File: src/rtl/par2ser_tx.sv
// Parallel-to-serial transmitter with a one-word holding register.
// Words leave MSB first, lsb_out flags bit 0, then GAP_CYCLES idle cycles follow.
module par2ser_tx #(
    parameter int WORD_SIZE  = 8,
    parameter int GAP_CYCLES = 2
) (
    input  logic                 clk,
    input  logic                 reset,
    input  logic [WORD_SIZE-1:0] data_in,
    input  logic                 data_valid,
    output logic                 data_ready,
    output logic                 serial_out,
    output logic                 lsb_out,
    output logic                 busy
);
    localparam int BIT_W = $clog2(WORD_SIZE);
    localparam int GAP_W = (GAP_CYCLES > 0) ? $clog2(GAP_CYCLES + 1) : 1;
    localparam logic [BIT_W-1:0] BIT_TOP = BIT_W'(WORD_SIZE - 1);
    localparam logic [GAP_W-1:0] GAP_TOP = GAP_W'((GAP_CYCLES > 0) ? GAP_CYCLES - 1 : 0);

    typedef enum logic [1:0] {IDLE, SHIFT, GAP} state_t;

    state_t                 state_q, state_d;
    logic                   hold_full_q, hold_full_d;
    logic [WORD_SIZE-1:0]   hold_q, hold_d;
    logic [WORD_SIZE-1:0]   shift_q, shift_d;
    logic [BIT_W-1:0]       bit_cnt_q, bit_cnt_d;
    logic [GAP_W-1:0]       gap_cnt_q, gap_cnt_d;
    logic                   serial_q, serial_d;
    logic                   lsb_q, lsb_d;
    logic [BIT_W-1:0]       next_bit;
    logic                   load;

    always_comb begin
        state_d     = state_q;
        hold_full_d = hold_full_q;
        hold_d      = hold_q;
        shift_d     = shift_q;
        bit_cnt_d   = bit_cnt_q;
        gap_cnt_d   = gap_cnt_q;
        serial_d    = 1'b0;
        lsb_d       = 1'b0;
        load        = 1'b0;
        next_bit    = bit_cnt_q - BIT_W'(1);

        case (state_q)
            IDLE: load = 1'b1;
            SHIFT: begin
                if (bit_cnt_q != '0) begin
                    bit_cnt_d = next_bit;
                    serial_d  = shift_q[next_bit];
                    lsb_d     = (next_bit == '0);
                end else if (GAP_CYCLES > 0) begin
                    state_d   = GAP;
                    gap_cnt_d = GAP_TOP;
                end else begin
                    load = 1'b1;
                end
            end
            GAP: begin
                if (gap_cnt_q == '0) begin
                    load = 1'b1;
                end else begin
                    gap_cnt_d = gap_cnt_q - GAP_W'(1);
                end
            end
            default: state_d = IDLE;
        endcase

        // The held word moves to the shifter as soon as the line is free,
        // so back-to-back words need no idle cycle when GAP_CYCLES is 0.
        if (load) begin
            if (hold_full_q) begin
                shift_d     = hold_q;
                hold_full_d = 1'b0;
                serial_d    = hold_q[WORD_SIZE-1];
                bit_cnt_d   = BIT_TOP;
                state_d     = SHIFT;
            end else begin
                state_d = IDLE;
            end
        end

        if (data_valid && !hold_full_q) begin
            hold_d      = data_in;
            hold_full_d = 1'b1;
        end
    end

    always_ff @(posedge clk) begin
        if (reset) begin
            state_q     <= IDLE;
            hold_full_q <= 1'b0;
            bit_cnt_q   <= '0;
            gap_cnt_q   <= '0;
            serial_q    <= 1'b0;
            lsb_q       <= 1'b0;
        end else begin
            state_q     <= state_d;
            hold_full_q <= hold_full_d;
            bit_cnt_q   <= bit_cnt_d;
            gap_cnt_q   <= gap_cnt_d;
            serial_q    <= serial_d;
            lsb_q       <= lsb_d;
        end
    end

    // Word storage carries no reset; its contents are qualified by hold_full_q and state_q.
    always_ff @(posedge clk) begin
        hold_q  <= hold_d;
        shift_q <= shift_d;
    end

    assign data_ready = ~hold_full_q;
    assign serial_out = serial_q;
    assign lsb_out    = lsb_q;
    assign busy       = (state_q != IDLE) || hold_full_q;
endmodule

File: config.mk
export PLATFORM = sky130hd
export DESIGN_NAME = par2ser_tx
export DESIGN_NICKNAME = d
export VERILOG_FILES = /design/src/rtl/par2ser_tx.sv
export SDC_FILE = /design/constraint.sdc
export NUM_CORES = 1
export LEC_CHECK = 0
export CAP_MARGIN = 15
export CORE_ASPECT_RATIO = 1.25
export CORE_MARGIN = 5
export CORE_UTILIZATION = 55
export DETAILED_ROUTE_END_ITERATION = 16
export MAX_ROUTING_LAYER = met4
export PLACE_DENSITY_LB_ADDON = 0.1
export SYNTH_ARGS = -nofsm -noshare
export SYNTH_HDL_FRONTEND = slang
export SYNTH_SLANG_ARGS = --single-unit
File: constraint.sdc
create_clock -name clk -period 4.5 [get_ports clk]
set_input_delay 0.675 -clock clk [delete_from_list [all_inputs] [get_ports clk]]
set_output_delay 0.675 -clock clk [all_outputs]
set_load 0.05 [all_outputs]
* Word-level counts from Yosys, hierarchy flattened
Index checks and enable logic that the tools add are counted.
Word-level totals: register bits 26, input bits 11, logic and storage cells 56
Cells by class: $add $sub $neg 2, magnitude comparators 1, equality and inequality tests 6, multiplexer cells 21, bitwise operators 3, reductions and logical operators 15
Operators by type and width (count):
- 3-bit 2-to-1 mux | 4
- 1-bit 2-to-1 mux | 9
- 2-bit 2-to-1 mux | 4
- 2-bit one-hot mux with 2 select lines | 2
- 2-bit nonzero test | 3
- 2-bit logical NOT | 2
- 3-bit by 4-bit < comparator with 1-bit output (second input constant) | 1
- 2-bit inequality test (second input constant) | 2
- 2-bit AND reduction | 2
- 1-bit binary-select mux with 3-bit select | 1
- 3-bit logical NOT | 1
- 3-bit inequality test (second input constant) | 1
- 1-bit inverter | 3
- 3-bit AND reduction | 1
- 3-bit nonzero test | 1
- 3-bit OR reduction | 1
- 3-bit by 1-bit subtractor with 3-bit output (second input constant) | 1
- 2-bit by 1-bit == test with 1-bit output (second input constant) | 1
- 2-bit == test (second input constant) | 1
- 2-bit by 1-bit inequality test with 1-bit output (second input constant) | 1
- 1-bit one-hot mux with 2 select lines | 1
- 2-bit OR reduction | 1
- 2-bit by 1-bit subtractor with 2-bit output (second input constant) | 1
- 1-bit logical AND | 1
- other kinds (2) | 2

* Longest topological paths before layout
depth in word-level cells 7, mapped depth 6, depth with buffers taken out 6

* Least setup slack after synthesis
No wires, ideal clock.
path kind register to output, from reg state_q[0], to out busy, data arrival time 0.921 ns, data required time 3.825 ns, slack 2.904 ns, cell stages (with the launch flop) 2, path buffers 0, path through dfxtp_1 or3_1
On the way: longest elaborated chain between the ends 2
RTL lines:
- start: declaration | RTL line 23 | state_t state_q, state_d;
- start signal: assignment | RTL line 99 | state_q <= state_d;
- 2-bit nonzero test | RTL line 117 | assign busy = (state_q != IDLE) || hold_full_q;
- 1-bit logical OR | RTL line 117
- end: declaration | RTL line 14 | output logic busy
No other way between the ends.

* Final worst setup path
Ends and elaborated chain as after synthesis.

==> qor.yml <==
synthArstFlopShare_pct: 0
synth-edff-count: 16
avgSynthCellArea_um2: 14.4
die_w_um: 48.5
worstMarginPinSlew_ns: 0.624
clk_path_buf_depth: 2
max_freq_ghz: 0.408
power_density_mw_per_mm2: 420
cts_resized: 0
final_core_util_pct: 69.8
portBuffers: 14
die_h_um: 58.1
wirelength_mm: 1.43
multi_input_area_um2: 313
path_clk_slew_ns: 0.13
ff2ff_setup_slack_ns: 2.84
grt_pass1_wl_mm: 2.55
syn_area_mm2: 0.00102
vias_per_cell: 5.48
gr-usage-all-layers_pct: 12.0
synth_warnings: 0
crit_path_cell_trace: "or3_1 > clkdlybuf4s50_1"
final-seq-area_um2: 681
worstPathRequired_ns: 3.83
vias: 586
most-common-layout-cells: "edfxtp_1, clkdlybuf4s50_1, dfxtp_1"
drt_pass1_iterations: 4
pre_cts_ws_ns: 2.39
post-synth-top-area-fraction_pct: 47.1
cts_tree: "yes"
dp_hpwl_mm: 1.14
antenna_cells: 0
grt.overflow.total: 0
final.min_clock_period_ns: 2.45
relSlewSlack_pct: 58.3
syn_nets: 86
vdd_drop_max_uv: 259
synth_cells: 71
synth.distinct_cells: 25
cts_num_sinks: 26
wire_per_inst_um: 13.3
area_delta_synth_final_pct: 20.9
fin_nets: 104
synthFlopType: "edfxtp_1"
setup_viol_count_final: 0
worst_setup_path_start_kind: "flop"
fin_ws_ns: 2.05
cts_setup_buffers: 0
setup_tns_ns: 0
synth_seq_cells: 26
worstSkewPairLatency_ns: 0.31
antenna_found_initial: 0
rsz0062_at_grt: "false"
hold_viol: 0
fin_crit_sh_pct: 54.5
hp-class: "reg2reg"
finalClockSkew_ns: 0.00679
drive_above_1_share_pct: 12.5
cts_buffers: 3
cp-end-kind: "output port"
layout_commonest_cell: "edfxtp_1"
nFillCells: 129
drc: 0
ant_nets: 0
leakage_nw: 0.437
critical-path-slowest-cell: "clkdlybuf4s50_1"
htreeDepth: 1
initial_core_util_pct: 57.8
critical_path.max_fanout: 4
synth_area_leaders: "edfxtp_1, dfxtp_1, ha_1"
dieArea_mm2: 0.00282
grt_max_degree: 16
crit_arrival_ns: 1.78
io_pins: 15
max_cap_violations: 0
core_mm2: 0.00177
maxSlewViolCount: 0
synth_top_area_cell: "edfxtp_1"
num_rows: 17
critPathKind: "reg2out"
drt-initial-drc-count: 4
hold_buffers: 0
cpPeakStageDelay_ns: 0.71
first_global_vias: 584
status: "finished, final reports clean"
place_congestion: 0.798
seq_area_frac_synth_pct: 66.7
cts_root_buffer: "clkbuf_4"
[Yosys cell counts, types with 2 or more instances]
master,n
nor3_1,2
nand2_1,2
nor2b_1,3
ha_1,4
edfxtp_1,16
mux2_2,3
a21oi_1,3
dfxtp_1,10
inv_1,6
nor2_1,7
[power breakdown]
group          total, mW  switching, mW  internal [mW]
logic             0.0843         0.0439         0.0404
clock network      0.153         0.0633         0.0899
registers          0.281        0.00863          0.272
total              0.518          0.116          0.402
[final timing paths]
check | startpoint | cells after the start | end
setup / recovery | state_q[0]$_SDFFE_PP0P_ | 2 | busy
hold / removal | hold_q[0]$_DFFE_PP_ | 0 | shift_q[0]$_DFFE_PP_
setup reg to reg | bit_cnt_q[0]$_SDFF_PP0_ | 5 | serial_out$_SDFF_PP0_
hold reg to reg | hold_q[0]$_DFFE_PP_ | 0 | shift_q[0]$_DFFE_PP_
[final cells by class]
class | instances | share of cell area [%]
timing repair buffer | 14 | 11.4
multi-input combinational | 38 | 25.4
sequential | 26 | 55.2
tap | 19 | 1.93
clock buffer | 3 | 1.83
inverter | 6 | 1.83
clock inverter | 1 | 2.44
[registers in the layout, summed over array words and instances (netlist names)]
signal	count
lsb_out	1
state_q	2
hold_q	8
shift_q	8
serial_out	1
hold_full_q	1
gap_cnt_q	2
bit_cnt_q	3
[cells by family (layout without fill, tap and decap cells)]
| family | count (synthesis) | after routing | synth area share [%] |
|---|---|---|---|
| AND/OR/NAND/NOR | 21 | 21 | 12.4 |
| adder cells (fa/ha/maj) | 4 | 4 | 4.91 |
| multiplexers | 5 | 5 | 8.10 |
| buffers and inverters | 7 | 24 | 2.58 |
| flip-flops | 26 | 26 | 66.7 |
| AO/OA/AOI/OAI | 8 | 8 | 5.28 |
[metrics by stage]
stage / hold slack, ns / power [mW] / area, µm² / instances
2_1_floorplan: 0.400 / 0.344 / 1020 / 71
3_3_place_gp: 0.403 / 0.369 / 1180 / 103
5_1_grt: 0.446 / 0.547 / 1230 / 107
4_1_cts: 0.436 / 0.525 / 1230 / 107
3_5_place_dp: 0.405 / 0.372 / 1180 / 103
6_report: 0.435 / 0.518 / 1230 / 107
[critical path, delay by kind of cell (launching register included)]
| family | cells | cell delay [ns] |
|---|---|---|
| DFF | 1 | 0.38 |
| and+or+nand+nor | 1 | 0.38 |
| buffers and inverters | 1 | 0.71 |
[routing by layer]
layer  GRT usage [%]  vias up  share of wire [%]
met4            3.46        0                1.2
met3            3.08        2                4.1
li1                -      293                  -
met1            14.1      281                 45
met5               -        -                  0
met2            20.1       10                 50
No activity file was read; power rests on OpenSTA's default activity.
